## src/rtl/kb_line_serializer.sv

```systemverilog
// Replays a packed 32-bit word as up to four characters, first character first,
// followed by a terminator byte, over a valid/ready byte handshake.
module kb_line_serializer #(
  parameter logic [7:0] TERMINATOR = 8'h0D,
  parameter bit         SKIP_NULL  = 1'b1
) (
  input  logic        clk,
  input  logic        rst,
  input  logic [31:0] word_in,
  input  logic        word_valid,
  output logic        word_ready,
  output logic [7:0]  char_out,
  output logic        char_valid,
  input  logic        char_ready,
  output logic        busy
);

  // state | meaning
  // IDLE  | waiting for a word; word_ready high, nothing offered
  // SEND  | offering a character byte from the holding register
  // TERM  | offering the terminator byte
  typedef enum logic [1:0] {IDLE, SEND, TERM} state_t;

  state_t      state, state_nxt;
  logic [31:0] hold_q, hold_nxt;
  logic [3:0]  mask_q, mask_nxt;
  logic [7:0]  char_nxt;
  logic        valid_nxt;

  logic [3:0]  cap_mask, src_mask, rem_mask;
  logic [31:0] src_word;
  logic [1:0]  sel_idx;
  logic        sel_found;
  logic [7:0]  sel_byte;

  always_comb begin
    for (int i = 0; i < 4; i++) begin
      cap_mask[i] = SKIP_NULL ? (word_in[8*i +: 8] != 8'h00) : 1'b1;
    end
  end

  // In IDLE the encoder looks at the incoming word so the first byte is ready at capture.
  assign src_mask = (state == IDLE) ? cap_mask : mask_q;
  assign src_word = (state == IDLE) ? word_in  : hold_q;

  always_comb begin
    sel_idx = 2'd0;
    for (int i = 0; i < 4; i++) begin
      if (src_mask[i]) sel_idx = i[1:0];
    end
  end

  assign sel_found = |src_mask;
  assign rem_mask  = src_mask & ~(4'b0001 << sel_idx);
  assign sel_byte  = src_word[{sel_idx, 3'b000} +: 8];

  always_comb begin
    state_nxt = state;
    hold_nxt  = hold_q;
    mask_nxt  = mask_q;
    char_nxt  = char_out;
    valid_nxt = char_valid;
    case (state)
      IDLE: begin
        if (word_valid) begin
          hold_nxt  = word_in;
          valid_nxt = 1'b1;
          if (sel_found) begin
            char_nxt  = sel_byte;
            mask_nxt  = rem_mask;
            state_nxt = SEND;
          end else begin
            char_nxt  = TERMINATOR;
            mask_nxt  = 4'b0000;
            state_nxt = TERM;
          end
        end
      end
      SEND: begin
        if (char_ready) begin
          if (sel_found) begin
            char_nxt = sel_byte;
            mask_nxt = rem_mask;
          end else begin
            char_nxt  = TERMINATOR;
            mask_nxt  = 4'b0000;
            state_nxt = TERM;
          end
        end
      end
      TERM: begin
        if (char_ready) begin
          valid_nxt = 1'b0;
          state_nxt = IDLE;
        end
      end
      default: begin
        valid_nxt = 1'b0;
        state_nxt = IDLE;
      end
    endcase
  end

  always_ff @(posedge clk or negedge rst) begin
    if (!rst) begin
      state      <= IDLE;
      hold_q     <= 32'h0;
      mask_q     <= 4'b0000;
      char_out   <= 8'h00;
      char_valid <= 1'b0;
    end else begin
      state      <= state_nxt;
      hold_q     <= hold_nxt;
      mask_q     <= mask_nxt;
      char_out   <= char_nxt;
      char_valid <= valid_nxt;
    end
  end

  assign word_ready = (state == IDLE);
  assign busy       = (state != IDLE);

endmodule

```

## config.mk

```make
export PLATFORM = sky130hd
export DESIGN_NAME = kb_line_serializer
export DESIGN_NICKNAME = d
export VERILOG_FILES = /design/src/rtl/kb_line_serializer.sv
export SDC_FILE = /design/constraint.sdc
export NUM_CORES = 1
export LEC_CHECK = 0
export ABC_AREA = 1
export CAP_MARGIN = 20
export CORE_ASPECT_RATIO = 1.4
export CORE_UTILIZATION = 26
export DETAILED_ROUTE_END_ITERATION = 8
export DONT_BUFFER_PORTS = 1
export PLACE_DENSITY = 0.52
export SETUP_SLACK_MARGIN = 0.3
export SLEW_MARGIN = 20
export SYNTH_ARGS = -nofsm -noshare
export SYNTH_HDL_FRONTEND = slang
export SYNTH_SLANG_ARGS = --single-unit
export TNS_END_PERCENT = 100
```

## constraint.sdc

```tcl
create_clock -name clk -period 1.5 [get_ports clk]
set_input_delay 0.15 -clock clk [delete_from_list [all_inputs] [get_ports clk]]
set_output_delay 0.15 -clock clk [all_outputs]
set_load 0.03 [all_outputs]
```

==> qor.yml <==
floorplanning:
  design.die.area_um2: 11100
  ios: 47
  fp.coreArea_um2: 10400
  fp-row-count: 44
  fp.dieH_um: 124
  die-width_um: 89.5
  initial_core_util_pct: 26.8
setup_path:
  arrival_ns: 1.88
  cp_cell_sequence: "nor2_4, inv_6, buf_4, nand2_1, nand2_1, nand2_2, nor2_4, nor2_2, nand3_1, nand2_1"
  worst-setup-path-type: "reg2reg"
  cp_depth: 10
  max_fo_critical_path: 10
  critical_path.max_stage_delay_ns: 0.40
  critPathCaptureType: "flip-flop"
  worst_r2r_endpoint: "char_out[5]"
  endpoint: "char_out[5]"
  critical_path.startpoint_type: "flip-flop"
  worst_ep_required_time_ns: 1.73
  crit-reg2reg-launch: "state[1]"
  cp_common_cell: "nand2_1"
  timing.critical_path.max_delay_family: "simple AND/OR/NAND/NOR gates"
  worstRegToRegCells: 10
  worst_path_max_delay_cell: "dfrtp_1"
  timing.reg2reg.setup_slack_ns: -0.14
  worstSetupStartpoint: "state[1]"
  worst_path_buffer_plus_inverter_count: 2
clocking:
  cts_tree: "built"
  clk_pin_slew_worst_paths_ns: 0.06
  numClockSinks: 47
  cts.root.buffer_cell: "clkbuf_16"
  cts-root-to-sink-buffers: 2
  numCtsBuffers: 5
  clk_latency_ns: 0.30
  ctsHtreeMaxLevel: 2
  holdBufCountCts: 8
detailed_routing:
  vias: 2568
  drt_first_iter_violations: 105
  detail_route.drc_violations: 0
  routedWlPerCell_um: 13.5
  drt_via_density: 4.57
  drtAntennaViolNets: 0
  dr_wl_met2_um: 3910
  top_layer: "met4"
  routed_wire_length_um: 7600
  dr_wl_met3_um: 378
  met1_length_um: 2960
  drt-pass1-iter-count: 5
placement:
  io_buffer_count: 0
  globalplace.congestion: 0.807
  place_hpwl_um: 5570
timing:
  final_worst_slack_ns: -0.141
  fin_worst_hold_slack_ns: -0.456
  drv_slew: 0
  skew_ns: 0.00383
  timing_worst_slew_pin_value_ns: 0.366
  setup-violations-final: 13
  slew-limit-headroom_pct: 75.6
  hold_viol_final: 47
  finalCritPeriodShare_pct: 109
  rsz0062_at_grt: "yes"
  highest_clock_frequency_the_design_can_meet_ghz: 0.609
  final_period_demand_of_the_worst_path_ns: 1.64
grt:
  groute.usage.overall_pct: 14.7
  grt_pass1_vias: 2527
  grt_antenna_before_repair: 0
  grt_max_degree: 53
  grt_pass1_wl_um: 12200
  globalRouteOverflowTotal: 0
power:
  power_leakage_nw: 1.76
  pwr-share-seq_pct: 29.3
  comb_power_share_pct: 57.2
  power.density_cell_area_nw_per_um2: 2340
  internal-power_mw: 4.56
  power.share.clock_pct: 13.5
  switching_power_of_the_nets_mw: 3.77
  ir_drop_mv: 0.725
  swShare_pct: 45.3
synth:
  mappedNetlistNets: 423
  syn_area_per_cell_um2: 7.20
  synth_async_sr_flop_share_pct: 100
  synthFlopType: "dfrtp_1"
  synth_cell_types: 27
  netlist.top_cell.by_area: "dfrtp_1"
  synthCells: 387
  yosys_warnings: 0
  synth.cell_area_um2: 2790
  synth_edf_count: 0
  netlist.area_leader.share_pct: 42.2
  sequential_to_total_area_share_from_yosys_stat_pct: 42.2
  synth.top_cells.by_count: "86 x nand2_1, 62 x nor2_1, 47 x dfrtp_1, 47 x inv_1, 46 x o21ai_0"
  synth.ff_latch_count: 47
  post-synth-top-count-cell: "nand2_1"
  synth.area.top_cells: "dfrtp_1 42%, nand2_1 12%, nor2_1 8.4%"
cells_and_area:
  antenna-diode-count: 0
  final_nets: 460
  layout-area-overhead-vs-synth_pct: 27.5
  final_layout_size_suffix_gt1_share_pct: 18.2
  final_util_pct: 34.2
run_status:
  failing_checks: "hold timing, setup timing"
  outcome: "complete, but fails checks"
worst_hold_path:
  hold_path.class: "in2async"
flow_run:
  drv_cap: 0
## worst reg2reg max path, delay by kind of cell (launching register included)
kind / cells / cell delay (ns)
buffers and inverters: 2 / 0.25
DFF: 1 / 0.40
and+or+nand+nor: 8 / 0.94
## metrics by stage
step	std cells	worst slack [ns]	setup TNS (ns)	area [um2]	power, mW
after detailed placement	538	-0.179	-1.63	3080	6.56
after CTS	559	-0.132	-1.41	3470	8.19
after floorplan	387	0.0238	0	2830	5.46
final	562	-0.141	-1.30	3550	8.33
after global placement	538	-0.166	-1.22	3080	6.49
after global routing	562	-0.242	-3.22	3550	9.06
## placed cells by master, fill, tap and decap left out, types with 3 or more instances in the layout
master         count
nand2_1           83
dfrtp_1           47
o21ai_1           25
inv_1             47
nand3_2            3
dlygate4sd3_1      8
o21ai_0           21
nand2_4            6
nand2_2            4
nand3_1           23
nor2_1            61
buf_4             25
nand4_1            7
clkbuf_16          5
buf_6              7
nor2_4             6
a21oi_1           19
## cell families (layout without fill, tap and decap cells)
kind of cell / after synthesis / in the layout / synth area share [%]
simple gates: 199 / 199 / 32.6
buf+inv: 67 / 104 / 11.1
compound gates: 74 / 74 / 14.1
flops: 47 / 47 / 42.2
## per-layer routing
layer / vias to the layer above / track usage, %
met5: - / 0
met4: 0 / 8.50
met3: 19 / 3.45
met2: 59 / 24.9
met1: 1190 / 16.2
li1: 1300 / -
## how the worst min path moves through the flow
stage	end	from	slack (ns)
finish	hold_q[1]	rst	-0.46
CTS	hold_q[31]	rst	-0.46
global route	hold_q[31]	rst	-0.47
detailed placement	hold_q[1]	rst	-0.14
floorplan	char_out[0]	rst	-0.15
global placement	hold_q[1]	rst	-0.14
## area by class of cell
cell class / count / area, um2
Fill cell: 1101 / 6850
Multi-Input combinational cell: 273 / 1370
Sequential cell: 47 / 1180
Timing Repair Buffer: 46 / 477
Inverter: 50 / 205
Tap cell: 138 / 173
Clock buffer: 6 / 139
Timing Repair inverter: 1 / 11.3
Clock inverter: 1 / 5.00
## power by group through the flow
stage	sequential, mW	combinational [mW]	clock (mW)
after global routing	2.52	5.34	1.20
final	2.44	4.76	1.12
after detailed placement	2.47	4.09	0
after global placement	2.46	4.03	0
after floorplan	2.37	3.09	0
after CTS	2.45	4.58	1.15
## sequential cells by signal (all words and copies together), names as in the netlist
register,count
char_out,8
state,2
hold_q,32
mask_q,4
char_valid,1
## repair_timing
action	CTS	global route
cloned	2	1
setup endpoints to repair	49	49
pin swaps	9	3
resized for setup	20	19
buffers inserted	4	2
hold endpoints to repair	55	47
No activity file was read; power rests on OpenSTA's default activity.
